## src/rtl/dm_port_arbiter_pkg.sv

```systemverilog
// dm_port_arbiter_pkg
//   Shared definitions for the data-memory port arbiter: FSM state encoding,
//   port count and a small one-hot helper used by the arbiter and its picker.
package dm_port_arbiter_pkg;

    localparam logic DM_ARB_ARB    = 1'b0;
    localparam logic DM_ARB_LOCKED = 1'b1;
    localparam int   DM_ARB_PORTS  = 2;

    typedef enum logic {
        ST_ARB    = DM_ARB_ARB,
        ST_LOCKED = DM_ARB_LOCKED
    } dm_arb_state_e;

    // Port index -> one-hot port vector.
    function automatic logic [DM_ARB_PORTS-1:0] port_onehot(input logic idx);
        port_onehot = idx ? 2'b10 : 2'b01;
    endfunction

endpackage

```

## src/rtl/dm_arb_rr_pick.sv

```systemverilog
// dm_arb_rr_pick
//   Combinational grant selection for the two-port data-memory arbiter.
//   Ports:
//     req     in   per-port request
//     rr_ptr  in   port favoured when both request (ARB state only)
//     state   in   arbiter FSM state
//     owner   in   lock owner (LOCKED state only)
//     gnt     out  one-hot grant, 0 when nobody is granted
//     gnt_idx out  index of the selected port (meaningful when gnt != 0)
module dm_arb_rr_pick
    import dm_port_arbiter_pkg::*;
(
    input  logic          [1:0] req,
    input  logic                rr_ptr,
    input  dm_arb_state_e       state,
    input  logic                owner,
    output logic          [1:0] gnt,
    output logic                gnt_idx
);

    always_comb begin
        gnt     = 2'b00;
        gnt_idx = 1'b0;
        if (state == ST_LOCKED) begin
            // Only the owner may be served; the other port simply waits.
            gnt_idx = owner;
            if (req[owner]) gnt = port_onehot(owner);
        end else begin
            // Single requester: req[1] is its index. Both: follow rr_ptr.
            gnt_idx = (req == 2'b11) ? rr_ptr : req[1];
            if (|req) gnt = port_onehot(gnt_idx);
        end
    end

endmodule

```

## src/rtl/dm_port_arbiter.sv

```systemverilog
// dm_port_arbiter
//   Shares a single-port synchronous-read data memory between the CPU
//   load/store path (port 0) and a DMA/debug loader (port 1). Round-robin
//   arbitration, optional lock for read-modify-write, out-of-range guard.
//
//   Handshake: a requester holds req/we/addr/wdata stable until it sees gnt.
//   gnt is combinational and high exactly in the cycle the memory command
//   issues; dropping req before gnt withdraws the request. A read granted in
//   cycle N answers with rvalid[g] in cycle N+1; writes answer with nothing
//   except addr_err when out of range.
//
//   Ports:
//     clk, rst (async, active low)
//     req, we, lock            per-port controls (bit i = port i)
//     addr, wdata              per-port buses, port i at [i*W +: W]
//     gnt                      one-hot grant
//     rvalid, rdata, addr_err  read response / range error (cycle N+1)
//     mem_rden, mem_wren, mem_addr, mem_wdata, mem_q   memory interface
//     dbg_state                current FSM state (0 = ARB, 1 = LOCKED)
//   Optional (DM_ARB_STATS_EN): grant_cnt0, grant_cnt1, conflict_cnt.
module dm_port_arbiter
    import dm_port_arbiter_pkg::*;
#(
    parameter int ADDR_W   = 32,
    parameter int DATA_W   = 32,
    parameter int MEM_BITS = 10
) (
    input  logic                  clk,
    input  logic                  rst,
    input  logic [1:0]            req,
    input  logic [1:0]            we,
    input  logic [1:0]            lock,
    input  logic [2*ADDR_W-1:0]   addr,
    input  logic [2*DATA_W-1:0]   wdata,
    output logic [1:0]            gnt,
    output logic [1:0]            rvalid,
    output logic [DATA_W-1:0]     rdata,
    output logic [1:0]            addr_err,
    output logic                  mem_rden,
    output logic                  mem_wren,
    output logic [MEM_BITS-1:0]   mem_addr,
    output logic [DATA_W-1:0]     mem_wdata,
    input  logic [DATA_W-1:0]     mem_q,
    output logic                  dbg_state
`ifdef DM_ARB_STATS_EN
    ,
    output logic [31:0]           grant_cnt0,
    output logic [31:0]           grant_cnt1,
    output logic [31:0]           conflict_cnt
`endif
);

    dm_arb_state_e       state, state_nxt;
    logic                owner, owner_nxt;
    logic                rr_ptr;
    logic [1:0]          pick_gnt;
    logic                g;
    logic                gnt_any;
    logic [ADDR_W-1:0]   g_addr;
    logic [DATA_W-1:0]   g_wdata;
    logic                g_we;
    logic                in_range;
    logic                rd_pend;
    logic                rd_port;
    logic                rd_oor;
    logic [1:0]          err_q;

    dm_arb_rr_pick u_pick (
        .req     (req),
        .rr_ptr  (rr_ptr),
        .state   (state),
        .owner   (owner),
        .gnt     (pick_gnt),
        .gnt_idx (g)
    );

    // Grants are forced off while reset is asserted so no command escapes.
    assign gnt     = rst ? pick_gnt : 2'b00;
    assign gnt_any = |gnt;

    assign g_addr   = g ? addr[ADDR_W +: ADDR_W]   : addr[0 +: ADDR_W];
    assign g_wdata  = g ? wdata[DATA_W +: DATA_W]  : wdata[0 +: DATA_W];
    assign g_we     = we[g];
    assign in_range = (g_addr[ADDR_W-1:MEM_BITS] == '0);

    assign mem_addr  = g_addr[MEM_BITS-1:0];
    assign mem_wdata = g_wdata;
    assign mem_wren  = gnt_any &  g_we & in_range;
    assign mem_rden  = gnt_any & ~g_we & in_range;

    // Lock is taken on a granted access with lock set, and released at the
    // end of any cycle where the owner's lock is low (granted or not).
    always_comb begin
        state_nxt = state;
        owner_nxt = owner;
        case (state)
            ST_ARB: begin
                if (gnt_any && lock[g]) begin
                    state_nxt = ST_LOCKED;
                    owner_nxt = g;
                end
            end
            ST_LOCKED: begin
                if (!lock[owner]) state_nxt = ST_ARB;
            end
            default: state_nxt = ST_ARB;
        endcase
    end

    always_ff @(posedge clk or negedge rst) begin
        if (!rst) begin
            state   <= ST_ARB;
            owner   <= 1'b0;
            rr_ptr  <= 1'b0;
            rd_pend <= 1'b0;
            rd_port <= 1'b0;
            rd_oor  <= 1'b0;
            err_q   <= 2'b00;
        end else begin
            state <= state_nxt;
            owner <= owner_nxt;
            // Fairness pointer only moves on grants made in ARB.
            if (state == ST_ARB && gnt_any) rr_ptr <= ~g;
            rd_pend <= gnt_any & ~g_we;
            rd_port <= g;
            rd_oor  <= ~in_range;
            err_q   <= (gnt_any && !in_range) ? port_onehot(g) : 2'b00;
        end
    end

    assign rvalid    = rd_pend ? port_onehot(rd_port) : 2'b00;
    // Out-of-range reads complete with zero data; mem_q is not touched.
    assign rdata     = (rd_pend && !rd_oor) ? mem_q : '0;
    assign addr_err  = err_q;
    assign dbg_state = state;

`ifdef DM_ARB_STATS_EN
    logic conflict;

    // A waiting request counts when the other port holds the grant or lock.
    always_comb begin
        conflict = (req[0] & ~gnt[0] & (gnt[1] | ((state == ST_LOCKED) &  owner)))
                 | (req[1] & ~gnt[1] & (gnt[0] | ((state == ST_LOCKED) & ~owner)));
    end

    always_ff @(posedge clk or negedge rst) begin
        if (!rst) begin
            grant_cnt0   <= '0;
            grant_cnt1   <= '0;
            conflict_cnt <= '0;
        end else begin
            if (gnt[0])   grant_cnt0   <= grant_cnt0 + 32'd1;
            if (gnt[1])   grant_cnt1   <= grant_cnt1 + 32'd1;
            if (conflict) conflict_cnt <= conflict_cnt + 32'd1;
        end
    end
`endif

endmodule
```

## config.mk

```make
export PLATFORM = sky130hd
export DESIGN_NAME = dm_port_arbiter
export DESIGN_NICKNAME = d
export VERILOG_FILES = /design/src/rtl/dm_port_arbiter_pkg.sv /design/src/rtl/dm_arb_rr_pick.sv /design/src/rtl/dm_port_arbiter.sv
export SDC_FILE = /design/constraint.sdc
export NUM_CORES = 1
export LEC_CHECK = 0
export BUFFER_PORTS_ARGS = -buffer_cell sky130_fd_sc_hd__buf_4
export CORE_AREA = 4 4 96 98
export CTS_BUF_LIST = sky130_fd_sc_hd__clkbuf_2 sky130_fd_sc_hd__clkbuf_4 sky130_fd_sc_hd__clkbuf_8
export CTS_CLUSTER_DIAMETER = 120
export DETAILED_ROUTE_END_ITERATION = 7
export DIE_AREA = 0 0 100 102
export PLACE_DENSITY = 0.49
export SKIP_CTS_REPAIR_TIMING = 1
export SYNTH_ARGS = -nofsm -noshare
export SYNTH_HDL_FRONTEND = slang
export SYNTH_SLANG_ARGS = --single-unit
export TNS_END_PERCENT = 100
```

## constraint.sdc

```tcl
create_clock -name clk -period 5.9 [get_ports clk]
set_input_delay 1.18 -clock clk [delete_from_list [all_inputs] [get_ports clk]]
set_output_delay 1.18 -clock clk [all_outputs]
set_load 0.01 [all_outputs]
```

## Word-level counts from Yosys, hierarchy flattened

Index checks and enable logic that the tools add are counted.

| storage, ports and cells | value |
|---|---|
| register bits | 8 |
| input bits | 168 |
| output and inout bits | 83 |
| word-level logic and storage cells | 54 |

| operators by class | value |
|---|---|
| order comparisons | 2 |
| equality and inequality tests | 1 |
| multiplexer cells | 26 |
| bitwise gates (word level) | 8 |
| reductions and logical operators | 10 |

Operator list:

| kind | count |
|---|---|
| $mux W32 | 3 |
| $logic_not A22 Y1 | 1 |
| $mux W2 | 10 |
| $mux W1 | 12 |
| $and A1 B1 Y1 | 4 |
| $logic_and A1 B1 Y1 | 4 |
| $lt A1 B2 Y1 const B | 2 |
| $not A1 Y1 | 4 |
| $reduce_or A2 Y1 | 2 |
| $eq A2 B2 Y1 const B | 1 |
| $logic_not A1 Y1 | 2 |
| $pmux W1 S2 | 1 |
| $reduce_and A2 Y1 | 1 |

## Longest topological paths before layout

Gate-level depths: netlist of run 1.

| depth | value |
|---|---|
| depth in word-level cells | 10 |
| depth in mapped cells | 6 |
| mapped depth without buffers | 4 |

## By module

From an unflattened synthesis of run 1, not the netlist that was laid out.

| second synthesis, totals | value |
|---|---|
| cell total of the unflattened synthesis | 147 |
| area, all modules | 1,316.3 um^2 |

Modules (own cells, without submodules):

| module | times used | cells each | area an instance (um^2) | seq. area each (um^2) |
|---|---|---|---|---|
| dm_port_arbiter | 1 | 138 | 1,261.2 | 200.2 |
| dm_arb_rr_pick | 1 | 9 | 55.1 | 0.0 |

## Least setup slack after synthesis of run 1

Ideal clock, no wire load.

| timing | value |
|---|---|
| path kind | in2out |
| from | input addr[16] |
| to | output mem_wren |
| data arrival time | 2,694 ps |
| data required time | 4,720 ps |
| slack | 2,026 ps |
| cell stages on the path | 4 |
| path buffers | 0 |
| cell sequence | or4_4 -> or4b_1 -> or3_1 -> a21oi_2 |

| on the way | value |
|---|---|
| cells in the longest elaborated chain, start to end | 3 |

Ends and longest elaborated chain:

| item | RTL line | RTL |
|---|---|---|
| start: declaration | dm_port_arbiter.sv:33 | `input logic [2*ADDR_W-1:0] addr,` |
| $mux W32 | dm_port_arbiter.sv:81 | `assign g_addr = g ? addr[ADDR_W +: ADDR_W] : addr[0 +: ADDR_W];` |
| $logic_not A22 Y1 | dm_port_arbiter.sv:84 | `assign in_range = (g_addr[ADDR_W-1:MEM_BITS] == '0);` |
| $and A1 B1 Y1 | dm_port_arbiter.sv:88 | `assign mem_wren = gnt_any & g_we & in_range;` |
| end: declaration | dm_port_arbiter.sv:40 | `output logic mem_wren,` |

No other way between the ends.

## Worst setup path in the final report of run 1

| timing | value |
|---|---|
| from | input req[0] |
| to | output mem_wdata[30] |

| on the way | value |
|---|---|
| cells in the longest elaborated chain, start to end | 4 |

Ends and longest elaborated chain:

| item | RTL line | RTL |
|---|---|---|
| start: declaration | dm_port_arbiter.sv:30 | `input logic [1:0] req,` |
| $eq A2 B2 Y1 | dm_arb_rr_pick.sv:30 | `gnt_idx = (req == 2'b11) ? rr_ptr : req[1];` |
| $mux W1 | dm_arb_rr_pick.sv:30 |  |
| $mux W1 | dm_arb_rr_pick.sv:24 | `if (state == ST_LOCKED) begin` |
| $mux W32 | dm_port_arbiter.sv:82 | `assign g_wdata = g ? wdata[DATA_W +: DATA_W] : wdata[0 +: DATA_W];` |
| end: declaration | dm_port_arbiter.sv:42 | `output logic [DATA_W-1:0] mem_wdata,` |

No other way between the ends.

==> results of run 1 <==
[registers in the layout (all words and copies together), names as in the netlist]
name / cells
addr_err: 2
dbg_state: 1
owner: 1
rd_oor: 1
rd_pend: 1
rd_port: 1
rr_ptr: 1
[per-layer routing]
layer | global-route usage | vias to the layer above
met2 | 0.225 | 138
met1 | 0.117 | 895
met4 | 0.0394 | 0
li1 | - | 1020
met5 | 0 | -
met3 | 0.0382 | 10
[synth_stat cells, types with 3 or more instances]
cell,count
clkbuf_1,5
and2_1,34
buf_2,4
mux2i_1,3
nor4_1,11
mux2_2,44
dfrtp_1,8
nor2b_1,3
nand4_1,3
nand2_1,3
[power by group]
| group | internal (uW) | switching [uW] |
|---|---|---|
| Combinational | 335 | 223 |
| Sequential | 71.9 | 12.8 |
| Clock | 44.0 | 19.5 |
| Total | 451 | 255 |
[worst paths after layout]
check                                     from             endpoint  slack (ns)  cells past startpoint
max                                     req[0]        mem_wdata[30]        1.67                      6
max in group asynchronous                  rst   rr_ptr$_DFFE_PN0P_        4.96                      1
min                         rr_ptr$_DFFE_PN0P_   rr_ptr$_DFFE_PN0P_        0.52                      1
max reg2reg                dbg_state$_DFF_PN0_    rd_pend$_DFF_PN0_        3.94                      4
min reg2reg                 rr_ptr$_DFFE_PN0P_   rr_ptr$_DFFE_PN0P_        0.52                      1
min in group asynchronous                  rst  dbg_state$_DFF_PN0_        0.79                      1
[cells by family (layout without fill, tap and decap cells)]
logic type,Yosys count,count (layout),share of synthesized area
buffers and inverters,10,256,0.0335
and+or+nand+nor,68,68,0.336
muxes,47,47,0.414
AOI/OAI and AO/OA,9,9,0.0582
DFF,8,8,0.158
[layout make-up]
| type | count | area (um^2) | area share |
|---|---|---|---|
| repair buffers | 252 | 1890 | 0.574 |
| multi-input cells | 124 | 1030 | 0.311 |
| flip-flops and latches | 8 | 200 | 0.0607 |
| well taps | 108 | 135 | 0.0410 |
| clock buffers | 3 | 41.3 | 0.0125 |
| inverters | 1 | 3.75 | 0.00114 |
[metrics by stage]
stage / worst slack [ns] / utilization
final: 1.67 / 0.390
after floorplan: 2.03 / -
after global routing: 1.51 / 0.390
after global placement: 1.64 / 0.385
after CTS: 1.63 / 0.390
after detailed placement: 1.63 / 0.385
==> flow_summary.yaml, run 1 <==
power_and_ir_drop:
  finalPower_uw: 706
  p_leak_uw: 0.00171
  irDropWorstVdd_uv: 133
  power_density_mw_per_mm2: 214
synth:
  async_flop_share: 1.00
  ys_top_cells_by_area: "mux2_2 39%, and2_1 17%, dfrtp_1 16%"
  synth_area_per_cell_um2: 8.93
  yosysSeqAreaShare: 0.158
  yosysWarnings: 0
  ys_types: 30
  ys_seq_elements: 8
  synthFlopType: "dfrtp_1"
  yosys.area.top_type_share: 0.391
  synth-edff-count: 0
  synth_cells: 142
  yosys.area.top_type: "mux2_2"
  syn_nets: 310
  netlist_area_mm2: 0.00127
floorplan:
  start_util: 0.150
  coreArea_mm2: 0.00847
  fp.dieW_um: 100
  dieArea_mm2: 0.0102
  row_count: 34
  ios: 251
  die_y_um: 102
grt:
  grt_pass1_vias: 2053
  grt_max_degree: 38
  grt_pass1_wl_mm: 9.70
  antenna_found_initial: 0
  grtUsageTotal: 0.116
  grt_overflow: 0
timing:
  hold_viol: 0
  min_period_ns: 4.23
  finalClockSkew_ns: 0.00143
  max_slew.worst_pin.slew_ns: 0.900
  hold_ws_ns: 0.518
  tns_ns: 0
  rsz0062_at_grt: "no"
  slew_headroom: 0.400
  max_freq_mhz: 237
  finalSetupViolCount: 0
  slew_viol_final: 0
  fin_crit_sh: 0.716
final_layout:
  fin_area_mm2: 0.00330
  antenna_cells: 0
  finalNonFillerCells: 496
  final_common_cell: "buf_4"
  drive_gt1_frac: 0.778
  final_cell_mix: "252 x buf_4, 44 x mux2_2, 34 x and2_1"
  syn2layout_area_growth_pct: 160
  nets: 558
  fillCellCount: 883
setup_path:
  cp.arrival_ns: 3.05
  cp-start-kind: "input port"
  crit_family: "compound AO/OA/AOI/OAI gates"
  crit_type: "in -> out"
  cp-end-kind: "output port"
  slowest_stage: "a31o_2"
  max_stage_delay_ns: 0.76
  cp_max_fo: 37
  critPathBufInv: 3
  crit_required_ns: 4.72
  crit_top_cell: "buf_4"
  path_cells: "buf_4 -> nand2b_1 -> a31o_2 -> buf_4 -> mux2_2 -> buf_4"
min_path:
  min_path_type: "reg -> reg"
drt:
  vias: 2063
  routed_wl_mm: 6.80
  antenna_left: 0
  wl_met2_mm: 3.68
  top_layer_used: "met4"
  wl_per_cell_um: 13.7
  viasPerCell: 4.16
  drt_pass1_iterations: 4
  drt_iter0_drc: 34
  drc: 0
  wl_met1_mm: 2.12
  dr_wl_met3_um: 856
cts:
  root_buffer: "clkbuf_8"
  clock_path_buffers: 2
  tritoncts: "built"
  cts_htree_levels: 1
  clock_sinks: 8
  numCtsBuffers: 3
  clock_latency_ns: 0.22
  clk_pin_slew_worst_paths_ns: 0.04
placement:
  hpwl_mm: 6.10
  dp.cells: 493
  place_congestion: 0.769
  portBuffers: 250
  dpl_cell_area_mm2: 0.00326
run:
  max-cap-violations: 0
outcome:
  status: "completed"
(Power assumes the default switching activity.)
==> run 2: changes to the inputs <==
- ABC_AREA: not set -> 1
- PLACE_DENSITY: 0.49 -> 0.54
- clock period: 5.9 -> 3.55 ns (I/O delays scaled with it)
==> run 2 against run 1 <==
Net effect: worst setup slack worse by 0.79 ns; sequential power up 65%; largest cell class unchanged; die area unchanged.
==> flow_summary.yaml, run 2 <==
floorplan:
  die_y_um: 102
  ios: 251
  fp.dieW_um: 100
  start_util: 0.177
  row_count: 34
  coreArea_mm2: 0.00847
  dieArea_mm2: 0.0102
timing:
  max_slew.worst_pin.slew_ns: 0.540
  slew_headroom: 0.640
  slew_viol_final: 0
  finalSetupViolCount: 0
  min_period_ns: 2.67
  max_freq_mhz: 375
  fin_crit_sh: 0.752
  finalClockSkew_ns: 0.00281
  rsz0062_at_grt: "no"
  hold_viol: 0
  tns_ns: 0
synth:
  synth_top_family_by_area: "simple AND/OR/NAND/NOR gates"
  synth_area_per_cell_um2: 4.76
  yosysWarnings: 0
  yosys.area_share.xor_xnor: 0
  synthSimpleGateAreaFrac: 0.661
  synth-adder-area-share: 0
  ys_types: 26
  ys_seq_elements: 8
  synthFlopType: "dfrtp_1"
  yosys.area.top_type_share: 0.390
  synth-edff-count: 0
  syn_nets: 483
  ys_top_cells_by_area: "nand2_1 39%, nor2_1 17%, dfrtp_1 13%"
  async_flop_share: 1.00
  yosys.area.top_type: "nand2_1"
  synth_most_common_cell: "nand2_1"
  synth_compound_area_frac: 0.0209
  synth_cells: 315
  netlist_area_mm2: 0.00150
  synth.area.mux_share: 0.00667
  yosysSeqAreaShare: 0.133
  synth_common_cells: "156 x nand2_1, 69 x nor2_1, 42 x inv_1, 8 x dfrtp_1, 7 x buf_4"
cts:
  clk_pin_slew_worst_paths_ns: 0.04
  cts_htree_levels: 1
  tritoncts: "built"
  clock_path_buffers: 2
  root_buffer: "clkbuf_8"
  clock_sinks: 8
  numCtsBuffers: 3
  clock_latency_ns: 0.22
power_and_ir_drop:
  irDropWorstVdd_uv: 169
  swShare: 0.461
  p_int_uw: 653
  finalPower_uw: 1210
  power_density_mw_per_mm2: 351
  pwr-share-seq: 0.115
  p_clk_frac: 0.088
  p_leak_uw: 0.00221
  switchingPower_uw: 558
  combPwrFrac: 0.797
min_path:
  min_path_type: "in -> async"
setup_path:
  cp-start-kind: "input port"
  cp.arrival_ns: 1.96
  crit_type: "in -> out"
  slowest_stage: "buf_4"
  max_stage_delay_ns: 0.41
  crit_required_ns: 2.84
  path_cells: "buf_4 -> nand2_1 -> nand3_2 -> nand2_2 -> buf_4 -> nand2_1 -> nand2_1 -> buf_4"
  cp-end-kind: "output port"
  cp_max_fo: 42
drt:
  drt_pass1_iterations: 7
  vias: 2641
  routed_wl_mm: 7.68
  wl_per_cell_um: 11.6
  drc: 0
  drt_iter0_drc: 66
  antenna_left: 0
  viasPerCell: 3.98
grt:
  grtUsageTotal: 0.127
  grt_max_degree: 46
  antenna_found_initial: 0
  grt_pass1_wl_mm: 10.7
  grt_overflow: 0
  grt_pass1_vias: 2356
final_layout:
  largest_reg_flops: 2
  final_common_cell: "buf_4"
  final_cell_mix: "251 x buf_4, 156 x nand2_1, 69 x nor2_1"
  fillCellCount: 940
  antenna_cells: 0
  finalNonFillerCells: 664
  nets: 726
  drive_gt1_frac: 0.475
  syn2layout_area_growth_pct: 130
  fin_util: 0.408
placement:
  portBuffers: 250
  place_congestion: 0.783
  dp.cells: 661
  hpwl_mm: 6.69
run:
  max-cap-violations: 0
outcome:
  status: "completed"
==> run 2: cell types whose count changed in the layout (fill, tap and decap cells not counted), sizes merged, moves of 2 or more <==
cell / change
and2: -33
o21ai: +2
inv: +42
nand2: +157
nor2b: -3
or3: -2
nand3: +5
mux2i: -2
or2: +4
mux2: -44
or4: -3
nor2: +67
nor4: -11
==> run 2: power groups by stage <==
| stage | clock [uW] | sequential [uW] | combinational [uW] |
|---|---|---|---|
| final | 107 | 140 | 965 |
| after global routing | 115 | 144 | 1060 |
| after CTS | 111 | 140 | 983 |
| after detailed placement | 0 | 141 | 980 |
| after global placement | 0 | 142 | 974 |
| after floorplan | 0 | 143 | 490 |
==> run 2: stage by stage <==
step	setup WS, ns	instance area (um^2)	hold WS, ns
2_1_floorplan	1.35	1500	0.414
3_3_place_gp	0.883	3410	0.481
3_5_place_dp	0.875	3410	0.485
4_1_cts	0.867	3450	0.300
5_1_grt	0.762	3450	0.302
6_report	0.880	3450	0.303
==> run 2: layer usage <==
metal,vias up,share of wire,track usage
li1,1396,-,-
met5,-,0,0
met4,0,0.018,0.0301
met3,10,0.10,0.0314
met1,1097,0.36,0.146
met2,138,0.52,0.236
==> run 2: kinds of logic (layout without fill, tap and decap cells) <==
family | after synthesis | in the layout
flops | 8 | 8
mux | 1 | 1
compound gates | 5 | 5
buf+inv | 56 | 297
simple gates | 245 | 245
==> run 2: worst paths after layout <==
path | startpoint | to | slack (ns) | depth (start not counted)
min | rst | addr_err[0]$_DFF_PN0_ | 0.30 | 1
max | req[0] | mem_wdata[31] | 0.88 | 8
max reg2reg | dbg_state$_DFF_PN0_ | rd_oor$_DFF_PN0_ | 1.93 | 5
max in group asynchronous | rst | rd_port$_DFF_PN0_ | 3.11 | 1
min reg2reg | rr_ptr$_DFFE_PN0P_ | rr_ptr$_DFFE_PN0P_ | 0.49 | 2
min in group clk | rr_ptr$_DFFE_PN0P_ | rr_ptr$_DFFE_PN0P_ | 0.49 | 2
==> run 2: area by class of cell <==
class,count,area (um^2),share of cell area
Sequential cell,8,200,0.0580
Clock buffer,3,41.3,0.0120
Timing Repair Buffer,251,1880,0.545
Inverter,43,161,0.0467
Multi-Input combinational cell,251,1030,0.299
Tap cell,108,135,0.0391
==> run 2: critical path, delay by kind of cell <==
family	cells	cell delay (ns)
buf+inv	3	0.66
simple gates	5	0.58
==> run 3: changes to the inputs <==
- CORE_AREA: 4 4 96 98 -> 4 4 94 96
- DIE_AREA: 0 0 100 102 -> 0 0 98 100
- clock period: 3.55 -> 2.75 ns (I/O delays scaled with it)
==> run 3 against run 2 <==
Net effect: highest routed layer unchanged; non-clock buffer count is 1 higher; critical endpoint is now mem_wren; critical path depth is 2 lower; utilization is 2.1 points higher; register-to-register slack worse by 0.86 ns; via count is 0.61% lower; combinational power is 30% higher; worst hold slack worse by 0.16 ns; clock power is 23% higher.
==> flow_summary.yaml, run 3 (synthesis results as in run 2) <==
timing:
  tns_ns: 0
  hold_viol: 0
  slew_headroom: 0.644
  finalClockSkew_ns: 0.00107
  fin_crit_sh: 0.858
  max_slew.worst_pin.slew_ns: 0.534
  min_period_ns: 2.36
  slew_viol_final: 0
  max_freq_mhz: 424
  rsz0062_at_grt: "no"
  finalSetupViolCount: 0
  fin_ws_ns: 0.391
setup_path:
  cp.arrival_ns: 1.81
  crit_required_ns: 2.20
  cp_max_fo: 35
  reg2reg_from: "dbg_state$_DFF_PN0_"
  r2r_slack_ns: 1.07
  cp-end-kind: "output port"
  cp-start-kind: "register"
  crit_start: "dbg_state$_DFF_PN0_"
  worstRegToRegCells: 9
  r2r_end: "owner$_DFFE_PN0P_"
  crit_type: "reg -> out"
drt:
  drt_pass1_iterations: 4
  wl_per_cell_um: 11.8
  drc: 0
  vias: 2625
  routed_wl_mm: 7.84
  viasPerCell: 3.97
  antenna_left: 0
  drt_iter0_drc: 70
cts:
  tritoncts: "built"
  clock_latency_ns: 0.22
  clock_sinks: 8
  cts_htree_levels: 1
  root_buffer: "clkbuf_8"
  numCtsBuffers: 3
  clk_pin_slew_worst_paths_ns: 0.04
  clock_path_buffers: 2
floorplan:
  die_y_um: 100
  row_count: 33
  coreArea_mm2: 0.00805
  start_util: 0.186
  dieArea_mm2: 0.00980
  fp.dieW_um: 98
  ios: 251
placement:
  hpwl_mm: 6.93
  dpl_cell_area_mm2: 0.00342
  preCtsSetupSlack_ns: 0.438
  place_congestion: 0.867
  portBuffers: 250
grt:
  grtUsageTotal: 0.142
  grt_overflow: 0
  antenna_found_initial: 0
  grt_max_degree: 45
  grt_pass1_vias: 2475
  grt_pass1_wl_mm: 11.6
power_and_ir_drop:
  irDropWorstVdd_uv: 207
  power_density_mw_per_mm2: 451
  finalPower_uw: 1560
  p_leak_uw: 0.00222
outcome:
  status: "completed"
final_layout:
  syn2layout_area_growth_pct: 131
  largest_reg_flops: 2
  final_cell_mix: "252 x buf_4, 156 x nand2_1, 69 x nor2_1"
  nets: 727
  fin_area_mm2: 0.00346
  fillCellCount: 872
  drive_gt1_frac: 0.476
  antenna_cells: 0
  final_common_cell: "buf_4"
run:
  max-cap-violations: 0
min_path:
  min_path_type: "in -> async"
==> run 3: layout make-up <==
cell class	count	area [um^2]	share of cell area
inverter	43	161	0.0467
sequential	8	200	0.0579
multi-input combinational	251	1030	0.298
tap	105	131	0.0380
clock buffer	3	41.3	0.0119
timing repair buffer	252	1890	0.547
==> run 3: worst max-delay path, cell delays in order, from the launching register on <==
cell	delay, ns
dfrtp_1	0.38
inv_2	0.09
or2_4	0.24
nand2_4	0.32
nand4_4	0.17
a21oi_1	0.22
buf_4	0.16
==> run 3: power by group <==
group / internal, uW / switching, uW
logic: 600 / 648
clock network: 94.1 / 38.0
registers: 156 / 23.2
total: 850 / 709
==> run 3: worst max-delay path by stage <==
stage | to | slack (ns) | depth (start not counted)
after floorplan | mem_wren | 0.87 | 4
after global placement | mem_wdata[30] | 0.41 | 8
after detailed placement | mem_wdata[30] | 0.44 | 8
after CTS | mem_wren | 0.34 | 6
after global routing | mem_wren | 0.22 | 6
final | mem_wren | 0.39 | 6
==> run 3: routing by layer <==
metal	up-vias	part of all wire	global-route usage
met2	129	0.52	0.268
met5	-	0	0
li1	1397	-	-
met1	1095	0.38	0.166
met4	0	0.0092	0.0234
met3	4	0.084	0.0320
==> run 3: stage by stage <==
stage          std cells  hold WS (ns)  utilization
2_1_floorplan        315         0.254            -
3_3_place_gp         659         0.382        0.424
3_5_place_dp         659         0.382        0.424
4_1_cts              662         0.148        0.430
5_1_grt              662         0.153        0.430
6_report             662         0.147        0.430
